### src/rtl/dmem_arbiter.sv
// Data-memory arbiter sharing one single-port memory between the CPU MEM stage
// and a loader/debug port, with a starvation limit that forces a loader grant.
module dmem_arbiter #(
  parameter int STARVE_MAX = 4
) (
  input  logic        clock,
  input  logic        reset,
  input  logic        cpu_read,
  input  logic        cpu_write,
  input  logic [63:0] cpu_addr,
  input  logic [63:0] cpu_wdata,
  output logic [63:0] cpu_rdata,
  output logic        cpu_stall,
  input  logic        ld_req,
  input  logic        ld_we,
  input  logic [63:0] ld_addr,
  input  logic [63:0] ld_wdata,
  output logic        ld_ack,
  output logic [63:0] ld_rdata,
  output logic [63:0] mem_addr,
  output logic [63:0] mem_wdata,
  output logic        mem_read,
  output logic        mem_write,
  input  logic [63:0] mem_rdata
);

  typedef enum logic [1:0] {
    IDLE     = 2'd0,
    CPU_RESP = 2'd1,
    LD_RESP  = 2'd2
  } state_t;

  state_t      state;
  state_t      state_next;
  logic [2:0]  starve_cnt;
  logic [2:0]  starve_next;
  logic [63:0] cpu_hold;
  logic [63:0] ld_hold;
  logic        cpu_req;
  logic        ld_grant;
  logic        cpu_grant;

  assign cpu_req = cpu_read | cpu_write;

  always_ff @(posedge clock or posedge reset) begin
    if (reset) begin
      state      <= IDLE;
      starve_cnt <= 3'd0;
      cpu_hold   <= 64'd0;
      ld_hold    <= 64'd0;
    end else begin
      state      <= state_next;
      starve_cnt <= starve_next;
      if (state == CPU_RESP) begin
        cpu_hold <= mem_rdata;
      end
      if (state == LD_RESP) begin
        ld_hold <= mem_rdata;
      end
    end
  end

  // All outputs are forced low while reset is held, even though the inputs
  // may still be asserting requests.
  always_comb begin
    state_next  = state;
    starve_next = starve_cnt;
    ld_grant    = 1'b0;
    cpu_grant   = 1'b0;
    mem_addr    = 64'd0;
    mem_wdata   = 64'd0;
    mem_read    = 1'b0;
    mem_write   = 1'b0;
    cpu_stall   = 1'b0;
    ld_ack      = 1'b0;
    cpu_rdata   = cpu_hold;
    ld_rdata    = ld_hold;

    if (!reset) begin
      case (state)
        IDLE: begin
          ld_grant  = ld_req && (!cpu_req || (starve_cnt == 3'(STARVE_MAX)));
          cpu_grant = !ld_grant && cpu_req;

          if (ld_grant || !ld_req) begin
            starve_next = 3'd0;
          end else if (starve_cnt != 3'(STARVE_MAX)) begin
            starve_next = starve_cnt + 3'd1;
          end

          if (ld_grant) begin
            mem_addr  = ld_addr;
            cpu_stall = cpu_req;
            if (ld_we) begin
              mem_write = 1'b1;
              mem_wdata = ld_wdata;
              ld_ack    = 1'b1;
            end else begin
              mem_read   = 1'b1;
              state_next = LD_RESP;
            end
          end else if (cpu_grant) begin
            mem_addr = cpu_addr;
            // A simultaneous read+write request is serviced as a plain store.
            if (cpu_write) begin
              mem_write = 1'b1;
              mem_wdata = cpu_wdata;
            end else begin
              mem_read   = 1'b1;
              cpu_stall  = 1'b1;
              state_next = CPU_RESP;
            end
          end
        end

        CPU_RESP: begin
          cpu_rdata  = mem_rdata;
          state_next = IDLE;
        end

        LD_RESP: begin
          ld_ack     = 1'b1;
          ld_rdata   = mem_rdata;
          cpu_stall  = cpu_req;
          state_next = IDLE;
        end

        default: begin
          state_next = IDLE;
        end
      endcase
    end
  end

endmodule

### config.mk
export PLATFORM = sky130hd
export DESIGN_NAME = dmem_arbiter
export DESIGN_NICKNAME = d
export VERILOG_FILES = /design/src/rtl/dmem_arbiter.sv
export SDC_FILE = /design/constraint.sdc
export NUM_CORES = 1
export LEC_CHECK = 0
export CORE_AREA = 2 2 229 231
export CTS_BUF_LIST = sky130_fd_sc_hd__clkbuf_16
export DETAILED_ROUTE_END_ITERATION = 12
export DIE_AREA = 0 0 231 233
export PLACE_DENSITY = 0.56
export SLEW_MARGIN = 20
export SYNTH_ARGS = -nofsm -noshare
export SYNTH_HDL_FRONTEND = slang
export SYNTH_SLANG_ARGS = --single-unit
### constraint.sdc
create_clock -name clock -period 11.3 [get_ports clock]
set_input_delay 2.26 -clock clock [delete_from_list [all_inputs] [get_ports clock]]
set_output_delay 2.26 -clock clock [all_outputs]
set_load 0.05 [all_outputs]
Word-level counts from Yosys, hierarchy flattened
Cells that the tools add are included.
{"block": "totals", "regBits": 133, "out_inout_bits": 260}
{"block": "classes", "addsub": 1, "eq_ne": 7, "n_mux": 39, "n_bitwise": 2, "n_reduce_logical": 11}
{"cell": "two-way mux 64 bit", "n": 14}
{"cell": "two-way mux 1 bit", "n": 16}
{"cell": "inequality test 3 bit (second input constant)", "n": 4}
{"cell": "two-way mux 2 bit", "n": 5}
{"cell": "two-way mux 3 bit", "n": 2}
{"cell": "one-hot mux 1 bit (2 select lines)", "n": 2}
{"cell": "AND reduction 4 bit", "n": 1}
{"cell": "adder 3 x 1 -> 3 bit (second input constant)", "n": 1}
{"cell": "== test 3 bit (second input constant)", "n": 1}
{"cell": "zero test 1 bit", "n": 3}
{"cell": "AND reduction 3 bit", "n": 1}
{"cell": "== test 2 x 1 -> 1 bit (second input constant)", "n": 1}
{"cell": "== test 2 bit (second input constant)", "n": 1}
{"cell": "logical AND 1 bit", "n": 2}
{"cell": "zero test 2 bit", "n": 1}
{"cell": "logical OR 1 bit", "n": 2}
{"cell": "nonzero test 2 bit", "n": 1}
{"cell": "NOT 1 bit", "n": 1}
{"cell": "OR 1 bit", "n": 1}

Longest topological paths before layout
{"block": "logic_depth", "word_depth": 10, "depth_mapped": 7, "mapped_depth_nobuf": 5}

Worst setup path after synthesis
No wires, ideal clock.
{"block": "synth_path", "kind": "input to output", "from": "input port reset", "to": "output port cpu_rdata[10]", "arrival_ns": 6.416, "slack_ns": 2.624, "path_stages": 6, "path_cell_list": "buf_2 > inv_1 > and2_1 > buf_6 > buf_6 > mux2_1"}
{"block": "synth_between", "elab_chain_cells": 1}
{"element": "start, declared", "line": "7", "text": "input logic reset,"}
{"element": "two-way mux 64 bit", "line": "79", "text": "if (!reset) begin"}
{"element": "end, declared", "line": "12", "text": "output logic [63:0] cpu_rdata,"}
No other way between the ends.

Final worst setup path
{"block": "layout_path", "from": "input port cpu_read", "to": "output port mem_wdata[18]"}
{"block": "layout_between", "elab_chain_cells": 10}
{"element": "start, declared", "line": "8", "text": "input logic cpu_read,"}
{"element": "OR 1 bit *", "line": "43", "text": "assign cpu_req = cpu_read | cpu_write;"}
{"element": "zero test 1 bit", "line": "82", "text": "ld_grant = ld_req && (!cpu_req || (starve_cnt == 3'(STARVE_MAX)));"}
{"element": "logical OR 1 bit", "line": "82"}
{"element": "logical AND 1 bit", "line": "82"}
{"element": "zero test 1 bit", "line": "83", "text": "cpu_grant = !ld_grant && cpu_req;"}
{"element": "logical AND 1 bit", "line": "83"}
{"element": "two-way mux 64 bit", "line": "102", "text": "end else if (cpu_grant) begin"}
{"element": "two-way mux 64 bit *", "line": "91", "text": "if (ld_grant) begin"}
{"element": "two-way mux 64 bit *", "line": "80", "text": "case (state)"}
{"element": "two-way mux 64 bit *", "line": "79"}
{"element": "end, declared", "line": "21", "text": "output logic [63:0] mem_wdata,"}
Every way passes the cells marked *; elsewhere a longest branch is shown, timed or not.

==> metrics.md <==
| Metric | Value |
|---|---|
| Status | `finished clean` |
| Final wirelength | `46100 um` |
| DRT antenna net count | `0` |
| Die Wd | `between 200 and 250 um` |
| Required @ worst endpoint | `between 9 and 10 ns` |
| R2r setup slk | `roughly 8.9 ns` |
| DP Wirelength | `between 30000 and 40000 um` |
| Synth Area per Inst | `a little over 10 um^2` |
| RSZ-0062 raised after global routing | `no` |
| Number of H-tree levels | `4` |
| Final setup TNS | `0 ns` |
| Register Area | `between 0.003 and 0.004 mm^2` |
| Setup Buffers After CTS | `0` |
| Routability cong. | `roughly 0.89` |
| DRT iter0 DRCs | `468` |
| Fin area | `0.0162 mm^2` |
| Max Slew Vio Count | `0` |
| Wire per inst | `between 20 and 25 um` |
| Core area | `0.0511 mm^2` |
| Register area share after synthesis | `0.354` |
| Multi-input logic area | `roughly 0.0055 mm^2` |
| Count of input and output buffers | `585` |
| Worst hold-check path type | `flip-flop to flip-flop` |
| CTS tree | `done` |
| Synth Register Bits | `133` |
| Post-cts resize count | `0` |
| Number of fill cells | `approximately 5300` |
| Count leader, synth | `nand3_1` |
| Top post-synthesis cells by area | `dfrtp_1 35%, mux2_2 23%, nand3_1 14%` |
| Final Hold Vio Count | `0` |
| Root Buffer | `clkbuf_16` |
| Chip height | `233 um` |
| Starting density of the core | `0.184` |
| Clk_skew | `about 0.0052 ns` |
| VDD IR-drop max | `~0.000092 V` |
| Initial antenna violation count | `6` |
| Hold-fix buffers, CTS | `0` |
| Pre-CTS setup slack | `between 3 and 4 ns` |
| Minimum clock period | `8.13 ns` |
| Reg-to-Reg End | `cpu_hold[13]$_DFF_PP0_` |
| Synthesis-to-finish area growth | `72.2%` |
| Max cap viols | `0` |
| CTS Buf Count | `17` |
| CP max stage delay | `~0.87 ns` |
| Vias in the first global route | `between 9000 and 10000` |
| Final setup violation count | `0` |
| Synth top area share | `0.354` |
| Top FF cell, synth | `dfrtp_1` |
| GRT Util Overall | `0.165` |
| FP Rows | `83` |
| Max FO, Critical Path | `slightly above 80` |
| Overflow after GRT | `0` |
| Post-synth ARST share | `1.00` |
| Yosys top cell by area | `dfrtp_1` |
| Share of layout cells above drive strength 1 | `0.239` |
| EDFF count, synth | `0` |
| Net count, final | `1758` |
| Die area | `between 0.05 and 0.06 mm^2` |
| Worst-path clk slew | `around 0.05 ns` |
| Largest net degree at the start of global routing | `90` |
| Vias after detailed routing | `9479` |
| Crit path to | `mem_wdata[18]` |
| Element type at the critical path end | `output port` |
| CP Cell Sequence | `clkdlybuf4s50_1 -> o2bb2ai_4 -> buf_4 -> buf_4 -> nand3_1 -> a21oi_2 -> clkdlybuf4s50_1` |
| Startpoint types | `primary input` |
| Final worst setup slack | `3.17 ns` |
| IO Pins | `approximately 590` |
| Crit Path Class | `primary input to output port` |
| Cell area after synthesis | `around 0.0094 mm^2` |
| Worst reg2reg path startpoint | `state[0]$_DFFE_PP0P_` |
| Hold WS | `~0.5 ns` |
| Synth Net Count | `approximately 1200` |
| Worst-Skew Late Latency | `0.43 ns` |
| FMAX | `approximately 0.12 GHz` |
| Vias per cell | `between 4 and 5` |
| Lkg Pwr | `5.81 nW` |
| Yosys warning total | `0` |
| Bufs on Longest Clock Path | `2` |
| Placed Area | `around 0.016 mm^2` |
| Register-to-Register Path Depth | `3` |
| Worst slew margin | `0.242` |
| Final Core Density | `0.317` |
| Mapped Cells | `913` |
| Drc violations | `0` |
| Crit. Startpoint | `cpu_read` |
| PD cells | `242 mW/mm^2` |
| Synth top cells by count | `257 x nand3_1, 191 x mux2_2, 133 x dfrtp_1, 100 x a21oi_2, 65 x mux2_1` |
| Slew @ Worst Pin | `roughly 1.1 ns` |
| Synth cell types | `34` |
| CP max stage cell | `clkdlybuf4s50_1` |
| First-pass GRT wire length | `roughly 66000 um` |
| Clock sink count | `133` |
| First-pass DRT Iterations | `4` |
| Crit share post-route | `0.719` |
| Worst EP arrival | `between 5 and 6 ns` |
==> routing by layer <==
| layer | global-route usage | share of wire | vias up |
|---|---|---|---|
| li1 | - | - | 4377 |
| met1 | 0.188 | 0.39 | 4640 |
| met2 | 0.289 | 0.50 | 400 |
| met3 | 0.0516 | 0.076 | 54 |
| met4 | 0.0611 | 0.032 | 8 |
| met5 | 0 | 0.0013 | - |
==> power breakdown <==
part           leakage (nW)  total [mW]  internal (mW)  switching (mW)
clock                 0.284       0.542          0.339           0.203
combinational          3.97        2.55          0.976            1.58
sequential             1.56       0.834          0.715           0.119
total                  5.81        3.93           2.03            1.90
==> flip-flops by register name, summed over array words and instances, names as in the netlist <==
name,flops
starve_cnt,3
ld_hold,64
cpu_hold,64
state,2
==> cells in the final DEF (no fill, tap or decap), types with 2 or more instances in the layout <==
master,synthesis,layout
clkinv_1,0,2
mux2_1,65,65
nor2_1,2,2
buf_4,13,14
a21oi_2,100,100
clkinv_2,0,5
bufinv_16,0,3
mux2_2,191,191
dfrtp_1,133,133
buf_2,22,2
inv_1,3,3
nor2b_1,3,2
nand3_1,257,256
a21oi_1,31,31
nand2_1,3,3
ha_1,2,2
o21ai_0,2,2
clkbuf_16,0,17
diode_2,0,2
nor3_1,2,2
clkdlybuf4s50_1,0,583
==> critical path: cells and delay by family <==
family          cells  cell delay, ns
compound gates      2            0.68
buf+inv             4            2.68
simple gates        1            0.18
==> final cells by class <==
type,instances,share of cell area
Clock buffer,17,0.0263
Clock inverter,13,0.00881
Multi-Input combinational cell,676,0.338
Inverter,3,0.00100
Antenna cell,2,0.000309
Tap cell,680,0.0525
Sequential cell,133,0.205
Timing Repair Buffer,599,0.367
==> metrics by stage <==
step | power [mW] | std cells
floorplan | 2.56 | 913
global placement | 3.40 | 2091
detailed placement | 3.41 | 2091
CTS | 3.98 | 2121
global route | 4.11 | 2121
finish | 3.93 | 2123
==> worst min path at each step <==
stage | slack, ns | startpoint | cells past startpoint | endpoint
after global placement | 0.48 | ld_hold[39]$_DFF_PP0_ | 1 | ld_hold[39]$_DFF_PP0_
final | 0.50 | ld_hold[57]$_DFF_PP0_ | 1 | ld_hold[57]$_DFF_PP0_
after detailed placement | 0.49 | ld_hold[13]$_DFF_PP0_ | 1 | ld_hold[13]$_DFF_PP0_
after CTS | 0.50 | ld_hold[14]$_DFF_PP0_ | 1 | ld_hold[14]$_DFF_PP0_
after floorplan | 0.47 | ld_hold[10]$_DFF_PP0_ | 1 | ld_hold[10]$_DFF_PP0_
after global routing | 0.52 | ld_hold[13]$_DFF_PP0_ | 1 | ld_hold[13]$_DFF_PP0_
==> logic make-up after synthesis <==
logic type                 Yosys count  share of synthesized area
AOI/OAI and AO/OA                  143                      0.121
adders and majority gates            2                    0.00266
buffers and inverters              104                     0.0688
DFF                                133                      0.354
muxes                              256                      0.306
and+or+nand+nor                    275                      0.148
Note: power is estimated with default switching activity, not from simulation.
